--- src/rtl/alu_mul_pkg.sv ---
// Shared definitions for the iterative HI/LO multiplier: FSM states and sizing constants.
package alu_mul_pkg;

  localparam int unsigned MUL_W     = 32;
  localparam int unsigned MUL_ITERS = 32;
  localparam int unsigned CNT_W     = 5;

  typedef enum logic [1:0] {
    ST_IDLE = 2'd0,
    ST_RUN  = 2'd1,
    ST_NEG  = 2'd2
  } mul_state_t;

endpackage

--- src/rtl/alu_mul_step.sv ---
// One shift-add iteration: conditional add of the multiplicand into the upper half,
// then a zero-filled right shift of the whole accumulator.
module alu_mul_step #(
  parameter int unsigned W = 32
) (
  input  logic [2*W:0] acc,
  input  logic [W-1:0] mcand,
  output logic [2*W:0] acc_next_c
);

  logic [W:0] upper_c;

  always_comb begin
    upper_c = acc[2*W:W];
    if (acc[0]) begin
      upper_c = {1'b0, acc[2*W-1:W]} + {1'b0, mcand};
    end
    acc_next_c = {1'b0, upper_c, acc[W-1:1]};
  end

endmodule

--- src/rtl/alu_mul_iter.sv ---
// Iterative shift-add multiplier with architectural HI/LO registers.
// Optional signed multiply (MULT) enabled by defining ALU_MUL_SIGNED_EN.
module alu_mul_iter
  import alu_mul_pkg::*;
#(
  parameter int unsigned WIDTH = MUL_W
) (
  input  logic             clk,
  input  logic             rst_n,
  input  logic             start,
  input  logic [WIDTH-1:0] src_a,
  input  logic [WIDTH-1:0] src_b,
`ifdef ALU_MUL_SIGNED_EN
  input  logic             is_signed,
`endif
  input  logic             wr_hi,
  input  logic             wr_lo,
  input  logic [WIDTH-1:0] wr_data,
  output logic             busy,
  output logic             done,
  output logic [WIDTH-1:0] hi,
  output logic [WIDTH-1:0] lo
);

  localparam int unsigned ACC_W = 2 * WIDTH + 1;
  localparam int unsigned PRD_W = 2 * WIDTH;
  localparam logic [CNT_W-1:0] CNT_LAST = CNT_W'(MUL_ITERS - 1);

  mul_state_t       state_q, state_d;
  logic [ACC_W-1:0] acc_q, acc_d, acc_step_c;
  logic [WIDTH-1:0] mcand_q, mcand_d;
  logic [CNT_W-1:0] cnt_q, cnt_d;
  logic [WIDTH-1:0] hi_d, lo_d;
  logic             busy_d, done_d;
  logic [WIDTH-1:0] op_a_c, op_b_c;
  logic             do_neg_c;
`ifdef ALU_MUL_SIGNED_EN
  logic             neg_q, neg_d;
  logic             sign_c;
  logic [PRD_W-1:0] neg_val_c;
`endif

  alu_mul_step #(.W(WIDTH)) u_step (
    .acc        (acc_q),
    .mcand      (mcand_q),
    .acc_next_c (acc_step_c)
  );

  // State register
  always_ff @(posedge clk or negedge rst_n) begin
    if (!rst_n) begin
      state_q <= ST_IDLE;
    end else begin
      state_q <= state_d;
    end
  end

  // Next-state and datapath next values
  always_comb begin
    state_d  = state_q;
    acc_d    = acc_q;
    mcand_d  = mcand_q;
    cnt_d    = cnt_q;
    hi_d     = hi;
    lo_d     = lo;
    done_d   = 1'b0;
    op_a_c   = src_a;
    op_b_c   = src_b;
    do_neg_c = 1'b0;
`ifdef ALU_MUL_SIGNED_EN
    neg_d     = neg_q;
    sign_c    = 1'b0;
    neg_val_c = PRD_W'(0) - acc_q[PRD_W-1:0];
    if (is_signed) begin
      // Magnitude of the most negative value wraps to itself, which is correct unsigned.
      op_a_c = src_a[WIDTH-1] ? (WIDTH'(0) - src_a) : src_a;
      op_b_c = src_b[WIDTH-1] ? (WIDTH'(0) - src_b) : src_b;
      sign_c = src_a[WIDTH-1] ^ src_b[WIDTH-1];
    end
    do_neg_c = neg_q && (acc_step_c[PRD_W-1:0] != PRD_W'(0));
`endif

    unique case (state_q)
      ST_IDLE: begin
        if (start) begin
          mcand_d = op_a_c;
          acc_d   = {(WIDTH + 1)'(0), op_b_c};
          cnt_d   = CNT_W'(0);
          state_d = ST_RUN;
`ifdef ALU_MUL_SIGNED_EN
          neg_d   = sign_c;
`endif
        end else begin
          if (wr_hi) hi_d = wr_data;
          if (wr_lo) lo_d = wr_data;
        end
      end
      ST_RUN: begin
        acc_d = acc_step_c;
        cnt_d = cnt_q + CNT_W'(1);
        if (cnt_q == CNT_LAST) begin
          if (do_neg_c) begin
            state_d = ST_NEG;
          end else begin
            hi_d    = acc_step_c[PRD_W-1:WIDTH];
            lo_d    = acc_step_c[WIDTH-1:0];
            done_d  = 1'b1;
            state_d = ST_IDLE;
          end
        end
      end
`ifdef ALU_MUL_SIGNED_EN
      ST_NEG: begin
        acc_d   = {1'b0, neg_val_c};
        hi_d    = neg_val_c[PRD_W-1:WIDTH];
        lo_d    = neg_val_c[WIDTH-1:0];
        done_d  = 1'b1;
        state_d = ST_IDLE;
      end
`endif
      default: state_d = ST_IDLE;
    endcase

    busy_d = (state_d != ST_IDLE);
  end

  // Datapath and output registers
  always_ff @(posedge clk or negedge rst_n) begin
    if (!rst_n) begin
      acc_q   <= '0;
      mcand_q <= '0;
      cnt_q   <= '0;
      hi      <= '0;
      lo      <= '0;
      busy    <= 1'b0;
      done    <= 1'b0;
`ifdef ALU_MUL_SIGNED_EN
      neg_q   <= 1'b0;
`endif
    end else begin
      acc_q   <= acc_d;
      mcand_q <= mcand_d;
      cnt_q   <= cnt_d;
      hi      <= hi_d;
      lo      <= lo_d;
      busy    <= busy_d;
      done    <= done_d;
`ifdef ALU_MUL_SIGNED_EN
      neg_q   <= neg_d;
`endif
    end
  end

endmodule

--- config.mk ---
export PLATFORM = sky130hd
export DESIGN_NAME = alu_mul_iter
export DESIGN_NICKNAME = d
export VERILOG_FILES = /design/src/rtl/alu_mul_pkg.sv /design/src/rtl/alu_mul_step.sv /design/src/rtl/alu_mul_iter.sv
export SDC_FILE = /design/constraint.sdc
export NUM_CORES = 1
export LEC_CHECK = 0
export BUFFER_PORTS_ARGS = -buffer_cell sky130_fd_sc_hd__buf_2
export CAP_MARGIN = 25
export CORE_ASPECT_RATIO = 0.6
export CORE_MARGIN = 3
export CORE_UTILIZATION = 62
export DETAILED_ROUTE_END_ITERATION = 7
export GPL_TIMING_DRIVEN = 0
export PLACE_DENSITY_LB_ADDON = 0.15
export SETUP_SLACK_MARGIN = 0.4
export SKIP_LAST_GASP = 1
export SYNTH_ARGS = -nofsm -noshare
export SYNTH_HDL_FRONTEND = slang
export SYNTH_HIERARCHICAL = 1
export SYNTH_SLANG_ARGS = --single-unit
--- constraint.sdc ---
create_clock -name clk -period 5.65 [get_ports clk]
set_clock_uncertainty 0.15 [all_clocks]
set_input_delay 0.2825 -clock clk [delete_from_list [all_inputs] [get_ports clk]]
set_output_delay 0.2825 -clock clk [all_outputs]
set_load 0.005 [all_outputs]
==> metrics.md <==
| Metric | Value |
|---|---|
| Status | `finished with violations` |
| Failing checks | `DRC, hold timing` |
| Cell Area, Placed | `0.0112 mm2` |
| Crit path depth | `11` |
| F_max | `257 MHz` |
| Req. time, crit path | `5820 ps` |
| RR Startpoint | `acc_q[32]$_DFFE_PN0P_` |
| Cts bufs inserted | `17` |
| Place WS | `1920 ps` |
| Period minus WS final | `3890 ps` |
| Post-Syn Area | `0.0100 mm2` |
| Largest net degree at the start of global routing | `117` |
| Share of layout cells above drive strength 1 | `36.1%` |
| Yosys reg bits | `170` |
| Peak VDD IR | `0.220 mV` |
| Post-synth EDFFs | `0` |
| Setup TNS | `0 ps` |
| Routed len/inst | `21.1 um` |
| Resized Gates After CTS | `0` |
| Gpl congestion | `0.983` |
| PD cells | `434 mW/mm2` |
| Root buffer cell | `clkbuf_16` |
| DRT iter0 DRCs | `912` |
| DR vias/cell | `6.21` |
| Total wire length | `28900 um` |
| Global-route usage over all layers | `32.8%` |
| Placement row count | `35` |
| CP startpoint kind | `flop` |
| Clk Latency, worst-skew pair | `430 ps` |
| Final worst-path cycle share | `68.8%` |
| Slowest stage cell, crit path | `o221ai_1` |
| Design Power | `5.33 mW` |
| Reg2reg setup slack | `1760 ps` |
| Critical-path cell list | `ha_1 > fa_1 > a21o_1 > a221oi_2 > a21oi_2 > o221ai_1 > o21ai_0 > xor2_1 > mux2_2 > mux2_2 > mux2_2` |
| Hold_buf cts | `50` |
| Total gr overflow | `0` |
| Area Growth Syn to Fin | `22.1%` |
| Core area | `0.0156 mm2` |
| Final-report setup violation count | `0` |
| Critical Setup Path Class | `flop to flop` |
| CTS tree | `done` |
| Post-Synthesis Net Count | `1051` |
| Initial core utilization | `64.5%` |
| Hold WS | `-0.516 ps` |
| Slew headroom | `33.8%` |
| Worst Tran Pin Value | `981 ps` |
| Worst setup path endpoint | `hi[25]$_DFFE_PN0P_` |
| Crit. End Element | `flop` |
| Origin of the worst setup path | `acc_q[32]$_DFFE_PN0P_` |
| Slew Limit Fails | `0` |
| Seq/Total Area, Yosys | `42.3%` |
| Final Cell Area | `0.0123 mm2` |
| Vias in the first global route | `8325` |
| CTS sink count | `170` |
| Initial antenna violation count | `0` |
| Ys async rst share | `100%` |
| Clock Tree Buf Depth | `2` |
| Post-DRT Antenna Nets | `0` |
| RSZ-0062 raised after global routing | `no` |
| IO Port Bufs | `165` |
| Synthesized instance count | `915` |
| Crit-path leading delay family | `compound AO/OA/AOI/OAI gates` |
| Most frequent CP cell | `mux2_2` |
| Endpoints failing hold | `1` |
| Main flop type after synthesis | `dfrtp_1` |
| Hold crit path type | `primary input to flop` |
| Yosys warning total | `6` |
| Pleak | `5.67 nW` |
| Drt drc | `5` |
| Worst EP arrival | `4060 ps` |
| Final #Nets | `1286` |
| Syn_area_per_cell | `11.0 um2` |
| Largest stage delay on the critical path | `520 ps` |
| Via Count | `8481` |
| PnR worst setup slack | `1760 ps` |
| Clk slew on worst S/H paths | `80 ps` |
| Die W | `170 um` |
| First-pass GRT wire length | `45400 um` |
| Post-CTS setup buffer count | `0` |
| ANT cells | `0` |
| Max-cap violations | `0` |
| H-Tree Depth | `4` |
| First-pass iteration count of the detailed router | `8` |
| Crit Path Max Fanout | `6` |
| HPWL after DPL | `20700 um` |
| Die H | `105 um` |
| I/O pin count | `167` |
| Worst-case reg-to-reg path depth | `11` |
| Netlist cell types | `71` |
| Die area | `0.0178 mm2` |
| Buf/Inv on CP | `0` |
| Worst R2R End | `hi[25]$_DFFE_PN0P_` |
## sequential cells by signal (all words and copies together) (netlist names)
signal and cells:
done 1, mcand_q 32, cnt_q 5, acc_q 65, lo 32, state_q 2, busy 1, hi 32
## cell usage after synthesis, types with 3 or more instances
library cell,count,share of area [%]
a21o_1,14,1.0
nor2b_1,38,2.4
o21a_1,3,0.22
or3_1,4,0.25
nand4_1,7,0.44
o221ai_1,4,0.35
a22o_1,35,3.1
dfrtp_1,170,42
a21oi_1,67,3.3
mux2_1,35,3.9
nand3b_1,4,0.30
clkbuf_1,22,0.82
nor3_1,4,0.20
nand2b_1,3,0.19
a22oi_1,33,2.5
buf_4,40,3.0
ha_1,34,4.2
nand2_1,31,1.2
o211ai_1,5,0.37
inv_1,11,0.41
o21ai_0,56,2.8
xor2_1,7,0.61
o311ai_0,3,0.26
and3_1,5,0.31
buf_2,21,1.0
o21bai_1,5,0.37
and3_2,3,0.22
nand3_1,6,0.30
xnor2_1,15,1.3
mux2_2,143,16
nor2_1,30,1.1
a21boi_0,3,0.22
a31oi_1,4,0.25
## how the worst min path moves through the flow
stage,end,slack [ps],depth (start not counted),from
floorplan,acc_q[0]$_DFFE_PN0P_,-160,0,rst_n
global placement,cnt_q[3]$_DFFE_PN0P_,310,1,cnt_q[3]$_DFFE_PN0P_
detailed placement,lo[10]$_DFFE_PN0P_,80,1,rst_n
CTS,acc_q[24]$_DFFE_PN0P_,0.7,3,src_b[24]
global route,acc_q[19]$_DFFE_PN0P_,5,3,src_b[19]
finish,acc_q[19]$_DFFE_PN0P_,-0.5,3,src_b[19]
## cells by family after synthesis
kind of cell             after synthesis  share of synthesized area [%]
AO/OA/AOI/OAI                        264                           18.1
adder cells (fa/ha/maj)               35                           4.43
other                                  2                         0.0747
buffers and inverters                101                           5.79
XOR/XNOR                              22                           1.92
AND/OR/NAND/NOR                      142                           7.35
multiplexers                         179                           20.0
flip-flops                           170                           42.3
## area by class of cell
| class | instances | area, um2 |
|---|---|---|
| Multi-Input combinational cell | 644 | 5210 |
| Buffer | 90 | 541 |
| Sequential cell | 170 | 4250 |
| Inverter | 11 | 41.3 |
| Timing Repair Buffer | 216 | 1360 |
| Clock buffer | 18 | 439 |
| Fill cell | 1042 | 3310 |
| Clock inverter | 14 | 169 |
| Tap cell | 203 | 254 |
## per-stage QoR
step                      instances  util (%)  hold WS, ps
after floorplan                 915         -         -163
after global placement         1283      71.4          313
after detailed placement       1284      71.6         78.3
after CTS                      1366      78.7        0.680
after global routing           1366      78.7         5.08
final                          1366      78.7       -0.516
## routing by layer
| layer | global-route usage, % | wire length, um | up-vias |
|---|---|---|---|
| li1 | - | - | 3828 |
| met1 | 49.2 | 13000 | 4168 |
| met2 | 47.6 | 12300 | 438 |
| met3 | 8.39 | 3060 | 47 |
| met4 | 7.81 | 481 | 0 |
| met5 | 0 | 0 | - |
## placed cells by master, fill, tap and decap left out, types with 4 or more instances in the layout
cell type,Yosys,routed
a21o_1,14,14
a21oi_1,67,67
a22o_1,35,35
a22oi_1,33,33
a31oi_1,4,4
and3_1,5,5
buf_2,21,185
buf_4,40,40
clkbuf_1,22,22
clkbuf_16,0,17
dfrtp_1,170,170
dlygate4sd3_1,0,50
ha_1,34,34
inv_1,11,11
inv_6,0,5
inv_8,0,4
mux2_1,35,35
mux2_2,143,143
nand2_1,31,31
nand3_1,6,6
nand3b_1,4,4
nand4_1,7,7
nor2_1,30,30
nor2b_1,38,38
nor3_1,4,4
o211ai_1,5,5
o21ai_0,56,56
o21bai_1,5,5
o221ai_1,4,4
or3_1,4,4
xnor2_1,15,15
xor2_1,7,7
## worst register-to-register path, cell delays in order (launching register included)
cell and delay, ps:
dfrtp_1 400, ha_1 240, fa_1 420, a21o_1 230, a221oi_2 410, a21oi_2 190
o221ai_1 530, o21ai_0 240, xor2_1 180, mux2_2 280, mux2_2 260, mux2_2 260
## report_power, final
part	total [mW]	internal [mW]	switching, mW
combinational	2.29	1.08	1.21
clock	1.22	0.648	0.572
sequential	1.82	1.56	0.254
Power figures use the tool's default switching activity.
